### src/rtl/addsub_pkg.sv
// Shared types and helpers for the sequential add/subtract unit.
// Holds the control states, opcode encodings and the chunk-index width.
package addsub_pkg;

    typedef enum logic [1:0] {
        IDLE,
        RUN,
        DONE
    } state_t;

    localparam logic OP_ADD = 1'b0;
    localparam logic OP_SUB = 1'b1;

    function automatic int idx_width(input int n);
        return (n > 1) ? $clog2(n) : 1;
    endfunction

endpackage

### src/rtl/addsub_seq_addc_chunk.sv
// Combinational CHUNK-bit adder slice with carry in and carry out.
// Shared by every slice of the multi-cycle add/subtract.
module addc_chunk #(
    parameter int CHUNK = 4
) (
    input  logic [CHUNK-1:0] i_a,
    input  logic [CHUNK-1:0] i_b,
    input  logic             i_cin,
    output logic [CHUNK-1:0] o_s,
    output logic             o_cout
);

    assign {o_cout, o_s} = {1'b0, i_a} + {1'b0, i_b}
                         + {{CHUNK{1'b0}}, i_cin};

endmodule

### src/rtl/addsub_seq.sv
// Multi-cycle add/subtract, one CHUNK-bit slice per clock.
// Valid/ready on both sides; reports carry-out and signed overflow.
import addsub_pkg::*;

module addsub_seq #(
    parameter int WIDTH = 16,
    parameter int CHUNK = 4
) (
    input  logic             CLK,
    input  logic             RESETN,
    input  logic             IN_VALID,
    output logic             IN_READY,
    input  logic             OP,
    input  logic             CIN,
    input  logic [WIDTH-1:0] I0,
    input  logic [WIDTH-1:0] I1,
    output logic             OUT_VALID,
    input  logic             OUT_READY,
    output logic [WIDTH-1:0] O,
    output logic             COUT,
    output logic             OVF
);

    localparam int NCHUNK = WIDTH / CHUNK;
    localparam int IW     = idx_width(NCHUNK);

    state_t           r_state;
    state_t           w_state_nxt;
    logic [WIDTH-1:0] r_a;
    logic [WIDTH-1:0] r_b;
    logic [WIDTH-1:0] r_acc;
    logic [WIDTH-1:0] r_o;
    logic             r_carry;
    logic             r_cout;
    logic             r_ovf;
    logic [IW-1:0]    r_idx;

    logic             w_accept;
    logic             w_last;
    logic [31:0]      w_lsb;
    logic [CHUNK-1:0] w_sa;
    logic [CHUNK-1:0] w_sb;
    logic [CHUNK-1:0] w_s;
    logic             w_c;
    logic [WIDTH-1:0] w_acc_nxt;

    assign w_lsb  = 32'(r_idx) * CHUNK;
    assign w_sa   = r_a[w_lsb +: CHUNK];
    assign w_sb   = r_b[w_lsb +: CHUNK];
    assign w_last = (r_idx == IW'(NCHUNK - 1));

    addc_chunk #(
        .CHUNK (CHUNK)
    ) u_chunk (
        .i_a    (w_sa),
        .i_b    (w_sb),
        .i_cin  (r_carry),
        .o_s    (w_s),
        .o_cout (w_c)
    );

    always_comb begin
        w_acc_nxt = r_acc;
        w_acc_nxt[w_lsb +: CHUNK] = w_s;
    end

    always_comb begin
        w_state_nxt = r_state;
        IN_READY    = 1'b0;
        OUT_VALID   = 1'b0;
        unique case (r_state)
            IDLE: begin
                IN_READY = 1'b1;
                if (IN_VALID) w_state_nxt = RUN;
            end
            RUN: begin
                if (w_last) w_state_nxt = DONE;
            end
            DONE: begin
                OUT_VALID = 1'b1;
                IN_READY  = OUT_READY;
                if (OUT_READY)
                    w_state_nxt = IN_VALID ? RUN : IDLE;
            end
            default: w_state_nxt = IDLE;
        endcase
    end

    assign w_accept = IN_VALID && IN_READY;

    always_ff @(posedge CLK) begin
        if (!RESETN) r_state <= IDLE;
        else         r_state <= w_state_nxt;
    end

    // Result registers only update on the final slice, so O never shows
    // a partially computed value.
    always_ff @(posedge CLK) begin
        if (!RESETN) begin
            r_a     <= '0;
            r_b     <= '0;
            r_acc   <= '0;
            r_carry <= 1'b0;
            r_idx   <= '0;
            r_o     <= '0;
            r_cout  <= 1'b0;
            r_ovf   <= 1'b0;
        end else if (w_accept) begin
            r_a     <= I0;
            r_b     <= (OP == OP_SUB) ? ~I1 : I1;
            r_carry <= (OP == OP_SUB) ? ~CIN : CIN;
            r_idx   <= '0;
        end else if (r_state == RUN) begin
            r_acc   <= w_acc_nxt;
            r_carry <= w_c;
            r_idx   <= r_idx + IW'(1);
            if (w_last) begin
                r_o    <= w_acc_nxt;
                r_cout <= w_c;
                r_ovf  <= (r_a[WIDTH-1] == r_b[WIDTH-1])
                       && (w_acc_nxt[WIDTH-1] != r_a[WIDTH-1]);
            end
        end
    end

    assign O    = r_o;
    assign COUT = r_cout;
    assign OVF  = r_ovf;

endmodule
### config.mk
export PLATFORM = sky130hd
export DESIGN_NAME = addsub_seq
export DESIGN_NICKNAME = d
export VERILOG_FILES = /design/src/rtl/addsub_pkg.sv /design/src/rtl/addsub_seq_addc_chunk.sv /design/src/rtl/addsub_seq.sv
export SDC_FILE = /design/constraint.sdc
export NUM_CORES = 1
export LEC_CHECK = 0
export CORE_ASPECT_RATIO = 1.25
export CORE_MARGIN = 5
export CORE_UTILIZATION = 49
export CTS_CLUSTER_SIZE = 24
export DETAILED_ROUTE_END_ITERATION = 8
export PLACE_DENSITY = 0.85
export SYNTH_ARGS = -nofsm -noshare
export SYNTH_HDL_FRONTEND = slang
export SYNTH_HIERARCHICAL = 1
export SYNTH_SLANG_ARGS = --single-unit
### constraint.sdc
create_clock -name CLK -period 3.2 [get_ports CLK]
set_input_delay 0.8 -clock CLK [delete_from_list [all_inputs] [get_ports CLK]]
set_output_delay 0.8 -clock CLK [all_outputs]
set_load 0.05 [all_outputs]
==> results of run 1 <==
-- metrics by stage --
step                      instance area (µm²)  setup WS (ns)  hold WS (ns)  instances  utilization [%]
final                                    3980          0.342         0.458        485             61.4
after global routing                     3980          0.107         0.475        485             61.4
after CTS                                3980          0.349         0.457        485             61.4
after detailed placement                 3770          0.366         0.448        469             58.2
after global placement                   3770          0.457         0.444        469             58.2
after floorplan                          3210          0.612         0.446        350                -
-- placed cells by master (no fill, tap or decap), drive strengths merged --
cell,instances
xnor2,19
ha,8
dfxtp,67
nor3b,1
o21ai,37
a31oi,1
and4bb,1
inv,9
a21o,3
nor4b,1
clkdlybuf4s50,56
clkbuf,15
a221oi,1
nor2b,8
a22oi,3
o22ai,4
mux4,8
xor2,1
fa,2
a211oi,17
nand3b,1
and4b,1
nor2,4
nand3,23
a21bo,1
and2b,1
nand2,17
and3b,1
a21oi,63
bufinv,1
a32oi,4
nor3,3
buf,8
mux2i,2
and2,1
nand2b,5
-- routing by layer --
layer  up-vias  global-route usage (%)  wire length, µm
met5         -                       0                0
met4         0                    7.93              123
met3         9                    4.83              344
met2        71                    30.7             3720
met1      1279                    23.0             2830
li1       1354                       -                -
-- how the worst max path moves through the flow --
stage	startpoint	endpoint	slack, ns
floorplan	OUT_READY	IN_READY	0.61
global placement	r_idx[0]$_SDFFE_PP0N_	OVF$_SDFFE_PN0P_	0.46
detailed placement	r_idx[0]$_SDFFE_PP0N_	OVF$_SDFFE_PN0P_	0.37
CTS	r_idx[0]$_SDFFE_PP0N_	OVF$_SDFFE_PN0P_	0.35
global route	r_idx[0]$_SDFFE_PP0N_	O[11]$_SDFFE_PN0P_	0.11
finish	r_idx[0]$_SDFFE_PP0N_	OVF$_SDFFE_PN0P_	0.34
-- flip-flops by register name (all words and copies together) (netlist names) --
name,flops
COUT,1
O,16
OVF,1
r_a,16
r_acc,12
r_b,16
r_carry,1
r_idx,2
r_state,2
-- critical path: stages, from the launching register on --
cell	delay, ns
dfxtp_1	0.65
buf_4	0.27
mux4_2	0.53
ha_1	0.30
a21o_1	0.12
a21oi_2	0.06
xnor2_1	0.50
a21o_1	0.19
a31oi_1	0.08
-- where the power goes --
part           internal (mW)  switching [mW]
combinational          0.155           0.176
sequential             0.880          0.0335
clock                  0.425           0.292
-- cell type report --
cell class	count	area share, %
Inverter	9	0.849
Clock inverter	1	0.755
Timing Repair Buffer	64	15.6
Sequential cell	67	33.7
Tap cell	87	2.74
Clock buffer	15	4.44
Multi-Input combinational cell	242	41.9
-- kinds of logic (layout without fill, tap and decap cells) --
| group | Yosys count | after routing | synth area share, % |
|---|---|---|---|
| AOI/OAI and AO/OA | 134 | 134 | 23.7 |
| and+or+nand+nor | 68 | 68 | 12.0 |
| DFF | 67 | 67 | 41.8 |
| buffers and inverters | 41 | 89 | 6.39 |
| xor gates and xnor gates | 20 | 20 | 5.46 |
| adders and majority gates | 10 | 10 | 4.36 |
| muxes | 10 | 10 | 6.24 |
==> metrics.txt, run 1 <==
syn nets=398; largest area contributor in the synthesized netlist=dfxtp_1; Worst VDD drop=0.000271 V; gr usage total=18.8%; total core area=6480 µm²; first-pass GRT wire length=11.9 mm; TritonCTS clock tree=done; Least-Margin Pin Slew=1.28 ns; Post-synth EDFFs=0; area grow syn2layout=23.9%; I/O Buffers=57; Startpoint Class=flip-flop; setup tns final=0 ns; drt wl/cell=14.5 µm; final setup vio count=0; vias in the first global route=2548; multi-input logic area=1670 µm²; Detail Placement HPWL=5.08 mm; max-cap violation count=0; nets=441; Crit. End Element=flip-flop; PostCTS Resize Cnt=0; die area=8280 µm²; Pins Over Slew Limit=0; Skew-Pair Late Insertion Delay=0.34 ns; Syn Inst Count=350; clock buffer depth=2; crit share post-route=89.3%; RSZ-0062 raised after global routing=false; drt pass-1 iters=4; outcome=complete, no violations; root buf cell=clkbuf_8; fraction of layout cells with a size suffix above 1=9.05%; count of cell types in the netlist=40; worst r2r dst=OVF$_SDFFE_PN0P_; most frequent cell after synthesis=dfxtp_1; top post-synthesis cells by area=dfxtp_1 (42%), a21oi_1 (9.7%), mux4_2 (5.6%); H-tree depth=3; Yosys top cell area share=41.8%; hold depth=2; clock-pin slew on the worst setup and hold paths=0.07 ns; R2R depth=8; timing-limited maximum frequency=350 MHz; post-route ant nets=0; hold crit path type=reg -> reg; clock sink total=67; GPL Wtd Cong=0.837; Setup Crit Path Kind=reg -> reg; hold buffer count at cts=0; Storage cell area=1340 µm²; drt initial violations=234; row count=33; Initial Util=49.5%; min Tclk post-route=2.86 ns; via-per-instance ratio=5.59; Final Hold Violating Endpoints=0; IO Pins=58; synthesized flop and latch total=67; r2r startpoint=r_idx[0]$_SDFFE_PP0N_; sequential-to-total area share from yosys stat=41.8%; Synth async-reset ratio=0%; total routed wirelength=7.03 mm; largest net degree at the start of global routing=44; antenna violations before repair=0; CP Data Arrival Time=3.03 ns; r2r setup slk=0.34 ns; Crit Path Max Fanout=11; Power Total=1.96 mW; Post-Syn Area per Cell=9.17 µm²; # Post-CTS Setup Buffers=0; DRC=0; top_reg_cell synth=dfxtp_1; number of diodes=0; Die X=82.4 µm; skew final=0.0105 ns; HP Start=O[12]$_SDFFE_PN0P_; Power Density=493 nW/µm²; fillers=561; Die Ht=101 µm; Hold Path End=O[12]$_SDFFE_PN0P_; mapped cell area=3210 µm²; Pleak=1.41 nW; Max transition margin=14.4%; Vias=2713; required time of the critical path=3.37 ns; top cells by count, synth=dfxtp_1 (67), a21oi_1 (62), o21ai_0 (34); TritonCTS Buffers=9; Ys Warns=6; total congestion overflow=0
No activity file was read; power rests on OpenSTA's default activity.
==> inputs of run 2 (changes only) <==
Settings changed: CTS_CLUSTER_SIZE 24 to 12.
==> results of run 2 <==
Same layout as run 1: the final DEF is identical, and so are final timing and power.
